<file path="src/rtl/frv_leak_scrub_pkg.sv">
// ============================================================================
// frv_leak_scrub_pkg : shared constants for the leakage-fence GPR scrubber
// Rev 1.0
// ============================================================================
`default_nettype none

package frv_leak_scrub_pkg;

    localparam int FRV_XLEN = 32;
    localparam int FRV_XL   = FRV_XLEN - 1;

    // Scrub FSM encodings
    localparam logic [1:0] FRV_SCRUB_IDLE  = 2'd0;
    localparam logic [1:0] FRV_SCRUB_SCRUB = 2'd1;
    localparam logic [1:0] FRV_SCRUB_DONE  = 2'd2;

    // ALCFG bit that enables the GPR scrub
    localparam int FRV_ALCFG_GPR = 0;

endpackage

`default_nettype wire

</file>
<file path="src/rtl/frv_leak_scrub.sv">
// ============================================================================
// frv_leak_scrub : on a leakage fence, overwrites x1..x(NREGS-1) with PRNG
//                  words (or zero in weak builds) and stalls the pipeline.
// Rev 1.0
// ============================================================================
`default_nettype none

module frv_leak_scrub
    import frv_leak_scrub_pkg::*;
#(
    parameter int XLEN                 = FRV_XLEN,
    parameter int NREGS                = 32,
    parameter bit XC_CLASS_LEAK_STRONG = 1'b1
) (
    input  logic            g_clk,
    input  logic            g_resetn,
    input  logic            fence_req,
    input  logic            cfg_gpr_en,
    input  logic [XLEN-1:0] leak_prng,
    output logic            leak_fence,
    output logic            rf_wen,
    output logic [4:0]      rf_waddr,
    output logic [XLEN-1:0] rf_wdata,
    input  logic            rf_wgrant,
    output logic            scrub_busy,
    output logic            fence_ack
);

    localparam int             IW       = $clog2(NREGS);
    localparam logic [IW-1:0]  IDX_LAST = IW'(NREGS - 1);
    localparam logic [IW-1:0]  IDX_FIRST = IW'(1);

    logic [1:0]    state_q;
    logic [1:0]    state_d;
    logic [IW-1:0] idx_q;
    logic [IW-1:0] idx_d;

    logic          in_scrub;

    assign in_scrub = (state_q == FRV_SCRUB_SCRUB);

    // Address and data come straight from state, so they stay put while
    // writeback holds the port and the PRNG only steps on a granted write.
    assign rf_wen     = in_scrub;
    assign rf_waddr   = in_scrub ? 5'(idx_q) : 5'd0;
    assign rf_wdata   = (in_scrub && XC_CLASS_LEAK_STRONG) ? leak_prng : '0;
    assign leak_fence = rf_wen & rf_wgrant & XC_CLASS_LEAK_STRONG;
    assign scrub_busy = (state_q != FRV_SCRUB_IDLE);
    assign fence_ack  = (state_q == FRV_SCRUB_DONE);

    always_comb begin
        state_d = state_q;
        idx_d   = idx_q;
        case (state_q)
            FRV_SCRUB_IDLE: begin
                if (fence_req) begin
                    idx_d   = IDX_FIRST;
                    state_d = cfg_gpr_en ? FRV_SCRUB_SCRUB : FRV_SCRUB_DONE;
                end
            end
            FRV_SCRUB_SCRUB: begin
                // Terminal compare exits before the index could wrap.
                if (rf_wgrant) begin
                    if (idx_q == IDX_LAST) begin
                        state_d = FRV_SCRUB_DONE;
                    end else begin
                        idx_d = idx_q + 1'b1;
                    end
                end
            end
            FRV_SCRUB_DONE: begin
                state_d = FRV_SCRUB_IDLE;
            end
            default: begin
                state_d = FRV_SCRUB_IDLE;
            end
        endcase
    end

    always_ff @(posedge g_clk) begin
        if (!g_resetn) begin
            state_q <= FRV_SCRUB_IDLE;
            idx_q   <= IDX_FIRST;
        end else begin
            state_q <= state_d;
            idx_q   <= idx_d;
        end
    end

endmodule

`default_nettype wire

</file>
<file path="config.mk">
export PLATFORM = sky130hd
export DESIGN_NAME = frv_leak_scrub
export DESIGN_NICKNAME = d
export VERILOG_FILES = /design/src/rtl/frv_leak_scrub_pkg.sv /design/src/rtl/frv_leak_scrub.sv
export SDC_FILE = /design/constraint.sdc
export NUM_CORES = 1
export LEC_CHECK = 0
export CORE_MARGIN = 4
export CORE_UTILIZATION = 26
export DETAILED_ROUTE_END_ITERATION = 8
export PLACE_DENSITY = 0.9
export RECOVER_POWER = 25
export SETUP_SLACK_MARGIN = 0.5
export SLEW_MARGIN = 10
export SYNTH_ARGS = -nofsm -noshare
export SYNTH_HDL_FRONTEND = slang
export SYNTH_SLANG_ARGS = --single-unit
export TNS_END_PERCENT = 100
</file>
<file path="constraint.sdc">
create_clock -name g_clk -period 2.5 [get_ports g_clk]
set_input_delay 0.5 -clock g_clk [delete_from_list [all_inputs] [get_ports g_clk]]
set_output_delay 0.5 -clock g_clk [all_outputs]
set_load 0.02 [all_outputs]
</file>
==> metrics.txt <==
outcome=complete, no violations; Yosys warnings=0; Max FO, Critical Path=19; initial core utilization=27.8%; Final HPWL DP=2.40 mm; critical path class=reg2out; Post-Synthesis Cells=80; fraction of layout cells with a size suffix above 1=26.4%; Inst Count DP=182; post-synth top area share=37.9%; type of origin of the critical path=flop; total grt overflow=0; first-pass GRT wire length=4.06 mm; vias=876; clock slew at reported path FFs=0.05 ns; Stages on worst setup path=5; Post-synth EDFFs=0; top-count cell post-synth=and2_1; Worst Setup SP=state_q[1]; Avg WL per Cell=16.1 um; vias in the first global route=759; register area share after synthesis=22.4%; # setup viols final=0; Leak Pwr=0.617 nW; initial antenna violation count=0; Num CTS Buffers=3; DR vias/cell=4.68; max_cap viols=0; final period demand of the worst path=2.07 ns; Setup Skew=0.00111 ns; synthesized flop and latch total=7; Die Y=57.1 um; ys flop type=dfxtp_1; WHS Path Cells=2; WL final=3.00 mm; post-route antenna net violation count=0; TritonCTS Sinks=7; max-slew violation count=0; Worst Max-Slew Pin Slew=0.308 ns; final worst-path cycle share=83.0%; row cnt=17; fillers=193; Reg-to-Reg End=idx_q[3]; Setup TNS=0 ns; Post-synth top cells=38 x and2_1, 7 x dfxtp_1, 3 x clkbuf_1, 3 x nand3_1; CTS tree=done; syn_nets=119; IO Count=78; Worst Path Arrival=1.57 ns; GRT Overall Usage=16.3%; Hold WC Path Type=reg2reg; Final Non-Filler Cells=187; DIE AREA=0.00326 mm^2; Netlist cell types=26; Core Area=0.00225 mm^2; CP Buf/Inv Count=3; Synth area leader=and2_1; R2R Setup Slk=0.49 ns; Top delay family on crit path=buffers and inverters; DRC errors left=0; CTS Buffer Depth=2; final net count=199; P&R area growth vs syn=124%; asr flop ratio synth=0%; crit path cell chain=nand2b_1 -> inv_2 -> buf_12 -> and2_1 -> clkdlybuf4s15_1; Slowest-stage cell, CP=dfxtp_1; Synth Area per Inst=7.84 um^2; Reg2Reg Depth=6; drt pass-1 iters=4; peak supply drop=0.263 mV; H-tree Lvls=1; Port Buffers=77; unrepaired setup endpoints after global routing=true; Post-CTS Hold Buffers=0; Power Dens Cells=337 mW/mm^2; CP max stage delay=0.46 ns; final hold vios=0; largest net degree at the start of global routing=39; top cells by area, synth=and2_1 38%, dfxtp_1 22%, ha_1 4.0%, o211a_1 3.2%, nand3_1 2.4%; CP Capture Point=rf_wdata[11]; Worst Path Required=2.00 ns; Worst slew margin=79.3%; Die W=57.1 um; Post-CTS Setup Bufs=0; diode count=0; fmax=0.482 GHz; Mapped Area=627 um^2; crit end category=output pin; Skew-Pair Late Insertion Delay=0.25 ns; DRC marker count from the first detailed-route iteration=36; CTS Root Buffer Type=clkbuf_4; worst r2r src=idx_q[0]; GP Congestion=0.868
[per-stage QoR]
stage | setup WS, ns | total power [mW] | cell area (um^2) | hold slack, ns | utilization, %
6_report | 0.426 | 0.473 | 1410 | 0.502 | 62.3
5_1_grt | 0.386 | 0.497 | 1410 | 0.540 | 62.3
4_1_cts | 0.445 | 0.481 | 1480 | 0.491 | 65.8
3_5_place_dp | 0.258 | 0.392 | 1440 | 0.494 | 63.7
3_3_place_gp | 0.276 | 0.387 | 1440 | 0.479 | 63.7
2_1_floorplan | 0.747 | 0.240 | 627 | 0.467 | -
[worst min-delay path by stage]
stage	start	endpoint	slack, ns
finish	idx_q[4]	idx_q[4]	0.50
global route	idx_q[4]	idx_q[4]	0.54
CTS	state_q[1]	state_q[1]	0.49
detailed placement	idx_q[4]	idx_q[4]	0.49
global placement	idx_q[4]	idx_q[4]	0.48
floorplan	idx_q[4]	idx_q[4]	0.47
[layer usage]
layer	GRT usage (%)	part of all wire, %	up-vias
met5	0	0	-
met4	4.97	1.0	0
met3	4.52	8.8	6
met2	27.9	47	52
met1	19.6	43	392
li1	-	-	426
[cell type report]
class                           instances  area, um^2  share of cell area [%]
Clock buffer                            4        26.3                    1.87
Inverter                                2        7.51                   0.534
Multi-Input combinational cell         67         460                    32.8
Sequential cell                         7         141                    10.1
Tap cell                               28        35.0                    2.49
Timing Repair Buffer                   79         734                    52.3
[worst min-delay path: cells and delay by family, from the launching register on]
kind | cells | cell delay [ns]
AO/OA/AOI/OAI | 1 | 0.07
AND/OR/NAND/NOR | 1 | 0.07
flip-flops | 1 | 0.31
[logic make-up (layout without fill, tap and decap cells)]
logic type / count (synthesis) / after routing / synth area share [%]
AOI/OAI and AO/OA: 10 / 10 / 12.6
adders and majority gates: 2 / 2 / 3.99
buffers and inverters: 6 / 85 / 3.79
DFF: 7 / 7 / 22.4
and+or+nand+nor: 55 / 55 / 57.3
[power by group]
part	internal, mW	total [mW]	leakage, nW	switching (mW)
clock	0.0609	0.102	0.0150	0.0413
sequential	0.117	0.125	0.0572	0.00819
combinational	0.131	0.246	0.544	0.115
total	0.308	0.473	0.617	0.164
[placed cells by master (no fill, tap or decap), types with 2 or more instances in the layout]
cell and count:
o21ai_0 2, clkdlybuf4s15_2 18, clkbuf_1 6, dfxtp_1 6, a21boi_0 2, clkdlybuf4s50_1 37
dlygate4sd2_1 2, o211a_1 2, and2_1 38, ha_1 2, nand2_1 2, clkbuf_4 3
nand3_1 3, nor3b_1 2, clkbuf_2 14
[state kept, by name (all words and copies together), names as in the netlist]
name,flops
idx_q,5
state_q,2
[repair_timing]
item | CTS | global route
endpoints found under the setup margin | 39 | 39
gates cloned | 0 | 1
gates resized for setup | 95 | 23
(Power assumes the default switching activity.)
